===== src/rtl/rtc_pkg.sv =====
// Shared types and constants for the RTC date/time commit blocks.
package rtc_pkg;

    typedef enum logic [2:0] {
        S_IDLE,
        S_VALIDATE,
        S_ALE_HI,
        S_ALE_LO,
        S_WR_LO,
        S_WR_HI,
        S_DONE,
        S_ERR
    } state_t;

    localparam logic [7:0] RTC_ADDR_DAY  = 8'h24;
    localparam logic [7:0] RTC_ADDR_MES  = 8'h25;
    localparam logic [7:0] RTC_ADDR_YEAR = 8'h26;

    localparam logic [7:0] MAXDAY_28 = 8'd28;
    localparam logic [7:0] MAXDAY_29 = 8'd29;
    localparam logic [7:0] MAXDAY_30 = 8'd30;
    localparam logic [7:0] MAXDAY_31 = 8'd31;

    function automatic logic [7:0] bcd2bin(input logic [7:0] b);
        return ({4'd0, b[7:4]} * 8'd10) + {4'd0, b[3:0]};
    endfunction

endpackage


===== src/rtl/bcd_date_check.sv =====
// Combinational calendar check of a BCD day/month/year triple.
module bcd_date_check
    import rtc_pkg::*;
(
    input  logic [7:0] dia_i,
    input  logic [7:0] mes_i,
    input  logic [7:0] year_i,
    output logic       valid_o
);

    logic [7:0] d_bin, m_bin, y_bin, maxday;
    logic       nib_ok, leap;

    always_comb begin
        d_bin  = bcd2bin(dia_i);
        m_bin  = bcd2bin(mes_i);
        y_bin  = bcd2bin(year_i);
        nib_ok = (dia_i[7:4] <= 4'd9) && (dia_i[3:0] <= 4'd9) &&
                 (mes_i[7:4] <= 4'd9) && (mes_i[3:0] <= 4'd9) &&
                 (year_i[7:4] <= 4'd9) && (year_i[3:0] <= 4'd9);
        // mod 4 of the binary year is its low two bits; 00 is leap
        leap   = (y_bin[1:0] == 2'b00);
        case (m_bin)
            8'd4, 8'd6, 8'd9, 8'd11: maxday = MAXDAY_30;
            8'd2:                    maxday = leap ? MAXDAY_29 : MAXDAY_28;
            default:                 maxday = MAXDAY_31;
        endcase
        valid_o = nib_ok &&
                  (m_bin >= 8'd1) && (m_bin <= 8'd12) &&
                  (d_bin >= 8'd1) && (d_bin <= maxday);
    end

endmodule


===== src/rtl/rtc_date_writer.sv =====
// Validates a latched BCD date and writes day, month, year into the RTC
// over its multiplexed AD bus. All outputs are registered from the state.
module rtc_date_writer
    import rtc_pkg::*;
#(
    parameter logic [7:0] ADDR_DAY     = RTC_ADDR_DAY,
    parameter logic [7:0] ADDR_MES     = RTC_ADDR_MES,
    parameter logic [7:0] ADDR_YEAR    = RTC_ADDR_YEAR,
    parameter int         PHASE_CYCLES = 2
) (
    input  logic       clk,
    input  logic       reset,
    input  logic       commit,
    input  logic [7:0] dia,
    input  logic [7:0] mes,
    input  logic [7:0] year,
    output logic       busy,
    output logic       done,
    output logic       err,
    output logic       cs_n,
    output logic       ale,
    output logic       wr_n,
    output logic       rd_n,
    output logic [7:0] ad_out,
    output logic       ad_oe
);

    localparam logic [3:0] PLAST = 4'(PHASE_CYCLES - 1);

    state_t     state_q, state_d;
    logic [3:0] cnt_q, cnt_d;
    logic [1:0] idx_q, idx_d;
    logic [7:0] dia_q, dia_d, mes_q, mes_d, year_q, year_d;
    logic       valid, phase_end, in_phase;
    logic [7:0] addr_sel, data_sel;

    logic       busy_q, busy_d, done_q, done_d, err_q, err_d;
    logic       cs_n_q, cs_n_d, ale_q, ale_d, wr_n_q, wr_n_d, ad_oe_q, ad_oe_d;
    logic [7:0] ad_q, ad_d;

    bcd_date_check u_check (
        .dia_i   (dia_q),
        .mes_i   (mes_q),
        .year_i  (year_q),
        .valid_o (valid)
    );

    always_comb begin
        case (idx_q)
            2'd0:    begin addr_sel = ADDR_DAY;  data_sel = dia_q;  end
            2'd1:    begin addr_sel = ADDR_MES;  data_sel = mes_q;  end
            default: begin addr_sel = ADDR_YEAR; data_sel = year_q; end
        endcase
    end

    assign phase_end = (cnt_q == PLAST);
    assign in_phase  = (state_q == S_ALE_HI) || (state_q == S_ALE_LO) ||
                       (state_q == S_WR_LO)  || (state_q == S_WR_HI);

    always_comb begin
        state_d = state_q;
        idx_d   = idx_q;
        dia_d   = dia_q;
        mes_d   = mes_q;
        year_d  = year_q;
        case (state_q)
            S_IDLE: begin
                // busy_q still reads 1 in the DONE/ERR output cycle
                if (commit && !busy_q) begin
                    dia_d   = dia;
                    mes_d   = mes;
                    year_d  = year;
                    state_d = S_VALIDATE;
                end
            end
            S_VALIDATE: begin
                idx_d   = 2'd0;
                state_d = valid ? S_ALE_HI : S_ERR;
            end
            S_ALE_HI: if (phase_end) state_d = S_ALE_LO;
            S_ALE_LO: if (phase_end) state_d = S_WR_LO;
            S_WR_LO:  if (phase_end) state_d = S_WR_HI;
            S_WR_HI: begin
                if (phase_end) begin
                    if (idx_q < 2'd2) begin
                        idx_d   = idx_q + 2'd1;
                        state_d = S_ALE_HI;
                    end else begin
                        state_d = S_DONE;
                    end
                end
            end
            default: state_d = S_IDLE;
        endcase
        cnt_d = (state_d != state_q || !in_phase) ? 4'd0 : cnt_q + 4'd1;
    end

    always_comb begin
        busy_d  = (state_q != S_IDLE);
        done_d  = (state_q == S_DONE);
        err_d   = (state_q == S_ERR);
        cs_n_d  = 1'b1;
        ale_d   = 1'b0;
        wr_n_d  = 1'b1;
        ad_oe_d = 1'b0;
        ad_d    = 8'h00;
        case (state_q)
            S_ALE_HI: begin cs_n_d = 1'b0; ale_d = 1'b1; ad_oe_d = 1'b1; ad_d = addr_sel; end
            S_ALE_LO: begin cs_n_d = 1'b0; ad_oe_d = 1'b1; ad_d = addr_sel; end
            S_WR_LO:  begin cs_n_d = 1'b0; wr_n_d = 1'b0; ad_oe_d = 1'b1; ad_d = data_sel; end
            default: ;
        endcase
    end

    always_ff @(posedge clk) begin
        if (!reset) begin
            state_q <= S_IDLE;
            cnt_q   <= 4'd0;
            idx_q   <= 2'd0;
            dia_q   <= 8'h00;
            mes_q   <= 8'h00;
            year_q  <= 8'h00;
            busy_q  <= 1'b0;
            done_q  <= 1'b0;
            err_q   <= 1'b0;
            cs_n_q  <= 1'b1;
            ale_q   <= 1'b0;
            wr_n_q  <= 1'b1;
            ad_oe_q <= 1'b0;
            ad_q    <= 8'h00;
        end else begin
            state_q <= state_d;
            cnt_q   <= cnt_d;
            idx_q   <= idx_d;
            dia_q   <= dia_d;
            mes_q   <= mes_d;
            year_q  <= year_d;
            busy_q  <= busy_d;
            done_q  <= done_d;
            err_q   <= err_d;
            cs_n_q  <= cs_n_d;
            ale_q   <= ale_d;
            wr_n_q  <= wr_n_d;
            ad_oe_q <= ad_oe_d;
            ad_q    <= ad_d;
        end
    end

    assign busy   = busy_q;
    assign done   = done_q;
    assign err    = err_q;
    assign cs_n   = cs_n_q;
    assign ale    = ale_q;
    assign wr_n   = wr_n_q;
    assign rd_n   = 1'b1;
    assign ad_out = ad_q;
    assign ad_oe  = ad_oe_q;

endmodule


===== config.mk =====
export PLATFORM = sky130hd
export DESIGN_NAME = rtc_date_writer
export DESIGN_NICKNAME = d
export VERILOG_FILES = /design/src/rtl/rtc_pkg.sv /design/src/rtl/bcd_date_check.sv /design/src/rtl/rtc_date_writer.sv
export SDC_FILE = /design/constraint.sdc
export NUM_CORES = 1
export LEC_CHECK = 0
export BUFFER_PORTS_ARGS = -buffer_cell sky130_fd_sc_hd__clkbuf_2
export CORE_ASPECT_RATIO = 1.25
export CORE_MARGIN = 4
export CORE_UTILIZATION = 53
export CTS_BUF_LIST = sky130_fd_sc_hd__clkbuf_4 sky130_fd_sc_hd__clkbuf_8
export CTS_CLUSTER_DIAMETER = 50
export CTS_CLUSTER_SIZE = 16
export DETAILED_ROUTE_END_ITERATION = 7
export PLACE_DENSITY = 0.83
export SLEW_MARGIN = 20
export SYNTH_ARGS = -nofsm -noshare
export SYNTH_HDL_FRONTEND = slang
export SYNTH_SLANG_ARGS = --single-unit

===== constraint.sdc =====
create_clock -name clk -period 2.7 [get_ports clk]
set_input_delay 0.135 -clock clk [delete_from_list [all_inputs] [get_ports clk]]
set_output_delay 0.135 -clock clk [all_outputs]
set_load 0.01 [all_outputs]

==> flow_metrics.tcl <==
set metrics [dict create \
    status "finished, violations left" \
    violations "setup timing" \
    path_clk_slew_ns 0.09 \
    netlist.area_leader.share 0.3673 \
    fillers 426 \
    drtAntennaViolNets 0 \
    grt_max_degree 38 \
    worst_slew_pin_slew_ns 0.6044 \
    drt-total-wl_um 6178 \
    n_antenna_cell 0 \
    critPathKind "register to register" \
    rows 28 \
    crit_start "mes_q[7]" \
    yosysTopAreaCell "dfxtp_1" \
    clk_latency_ns 0.30 \
    slew_headroom 0.5971 \
    yosysWarningCount 0 \
    clockBufferDepth 2 \
    fmax_mhz 352.5 \
    ys_ff_latch 48 \
    pin_count 43 \
    hold_violations 0 \
    hpwl_um 4635 \
    ctsHoldBuffers 0 \
    regArea_um2 965.9 \
    syn_inst 307 \
    place.gp.congestion 0.8886 \
    synthFlopType "dfxtp_1" \
    die_x_um 70.84 \
    cp-start-kind "register" \
    critPathMaxFanout 5 \
    synthTopCellsByArea "dfxtp_1 (37%), ha_1 (10%), nand2_1 (9.0%), a21boi_1 (5.7%), fa_1 (3.1%)" \
    cp.required_ns 2.88 \
    rsz0062_at_grt "true" \
    syn_area_um2 2616 \
    timing.rr.start "mes_q[7]" \
    clock_skew_ns 0.005647 \
    async_flop_share 0 \
    drtIter0Drc 185 \
    finalWorstSetupSlack_ns -0.1367 \
    ys_seq_area_frac 0.3673 \
    clock-sinks 48 \
    min_period_ns 2.837 \
    antenna_found_initial 0 \
    synth_area_per_cell_um2 8.522 \
    grt_pass1_vias 2337 \
    vias 2333 \
    min_path_type "input port to register" \
    ir_drop_mv 0.4247 \
    hold_start "year[3]" \
    ctsHtreeMaxLevel 2 \
    p_leak_uw 0.001342 \
    grt_usage 0.2135 \
    io_buffers 41 \
    cp.arrival_ns 3.02 \
    post-route-period-util 1.051 \
    wire_per_inst_um 14.96 \
    setup_viol 2 \
    root_buffer "clkbuf_8" \
    cts_buffers 5 \
    layout-drive-gt1-share 0.2351 \
    via_per_inst 5.649 \
    firstDrtPassIters 4 \
    synth-edff-count 0 \
    placed_cells 404 \
    remaining_drc_errors 0 \
    multi_input_area_um2 1620 \
    syn_nets 359 \
    end_kind "register" \
    nNetsFinal 404 \
    chipHeight_um 86.55 \
    drv_slew 0 \
    overflow 0 \
    drv_cap 0 \
    grt_pass1_wl_um 10560 \
    initial_core_util 0.5491 \
    yosys.cell_types.count 49 \
    dieArea_um2 6131 \
    powerDensity_nw_per_um2 836.5 \
    stdcell_count 413 \
    cts_tree "done" \
    finalPower_uw 2598 \
    area_delta_synth_final_pct 18.70 \
    coreArea_um2 4765 \
]
[path summary, 6_finish.rpt]
path	end	slack, ns	cells past startpoint
setup / recovery	state_q[0]	-0.14	12
hold / removal	year_q[3]	0.04	3
setup reg to reg	state_q[0]	-0.14	12
hold reg to reg	year_q[5]	0.47	2
[metal layers]
layer  GRT usage  share of wire  wire [um]  vias to the layer above
met5           0              0          0                        -
met4      0.1128          0.035        216                        0
met3     0.03480          0.031        189                       20
met2      0.3772           0.54       3334                       54
met1      0.2453           0.39       2437                     1104
li1            -              -          -                     1155
[layout by cell type (no fill, tap or decap), types with 6 or more instances in the layout]
cell type and n:
ha_1 17, buf_4 13, nor2_1 16, o21ai_0 9
clkbuf_2 41, xor2_1 6, clkbuf_8 6, a22oi_1 7
a21oi_1 10, inv_1 11, nor2b_1 6, a21boi_1 20
nand2_1 62, dfxtp_1 46, a21boi_0 6, a211oi_1 6
[area by class of cell]
class                   instances  area share
multi-input cells             231      0.5218
flip-flops and latches         48      0.3110
repair buffers                 54     0.09750
clock buffers                   6     0.02659
well taps                      60     0.02417
inverters                      12     0.01450
clock inverters                 2    0.004432
[kinds of logic after synthesis]
kind of cell,after synthesis,share of synthesized area
flip-flops,48,0.3673
other,1,0.001433
AO/OA/AOI/OAI,80,0.2099
adder cells (fa/ha/maj),25,0.1310
XOR/XNOR,8,0.02678
AND/OR/NAND/NOR,114,0.2056
buffers and inverters,28,0.04448
multiplexers,3,0.01339
[state kept, by name, summed over array words and instances (netlist names)]
name and cells:
ad_oe 1, ad_out 8, ale 1, busy 1
cnt_q 4, cs_n 1, dia_q 8, done 1
err 1, idx_q 2, mes_q 8, state_q 3
wr_n 1, year_q 8
[worst max-delay path, cell delays in order, from the launching register on]
cell	delay, ns
dfxtp_4	0.36
ha_4	0.28
ha_4	0.13
fa_2	0.47
nor4_1	0.33
o32ai_2	0.18
or2_4	0.28
ha_4	0.26
nand2_2	0.05
nand3_2	0.06
nor2_1	0.04
mux2i_1	0.17
a31oi_1	0.12
[synth_stat cells (2+ instances only)]
cell / n
nand2_1: 63
dfxtp_1: 48
ha_1: 21
a21boi_1: 20
nor2_1: 16
a21oi_1: 11
inv_1: 11
clkbuf_1: 9
o21ai_0: 9
a22oi_1: 7
a211oi_1: 6
a21boi_0: 6
buf_2: 6
nor2b_1: 6
xor2_1: 6
nand3_1: 5
a31oi_1: 4
fa_1: 4
nand2b_1: 4
nor4_1: 4
nand3b_1: 3
o211ai_1: 3
o22ai_1: 3
a21o_1: 2
a221oi_1: 2
mux2i_1: 2
nor3b_1: 2
o21ai_1: 2
xnor2_1: 2
[metrics by stage]
stage | hold WS [ns] | instance area [um^2] | util | setup slack, ns | setup TNS, ns
5_1_grt | 0.04035 | 3105 | 0.6518 | -0.3442 | -0.6602
4_1_cts | 0.03914 | 3098 | 0.6502 | -0.07655 | -0.1354
3_5_place_dp | 0.3671 | 2970 | 0.6234 | -0.2134 | -0.4090
3_3_place_gp | 0.3575 | 2970 | 0.6234 | -0.08395 | -0.1617
2_1_floorplan | 0.2623 | 2671 | - | -0.04993 | -0.09367
6_report | 0.04226 | 3105 | 0.6518 | -0.1367 | -0.2574
[report_power, final]
part / switching, uW / internal [uW]
Combinational: 654 / 507
Clock: 244 / 208
Sequential: 143 / 842
[repair_timing]
item,4_1_cts,5_1_grt
resized for setup,7,0
buffers inserted,0,1
pin swaps,11,3
setup endpoints to repair,2,2
Power figures use the tool's default switching activity.
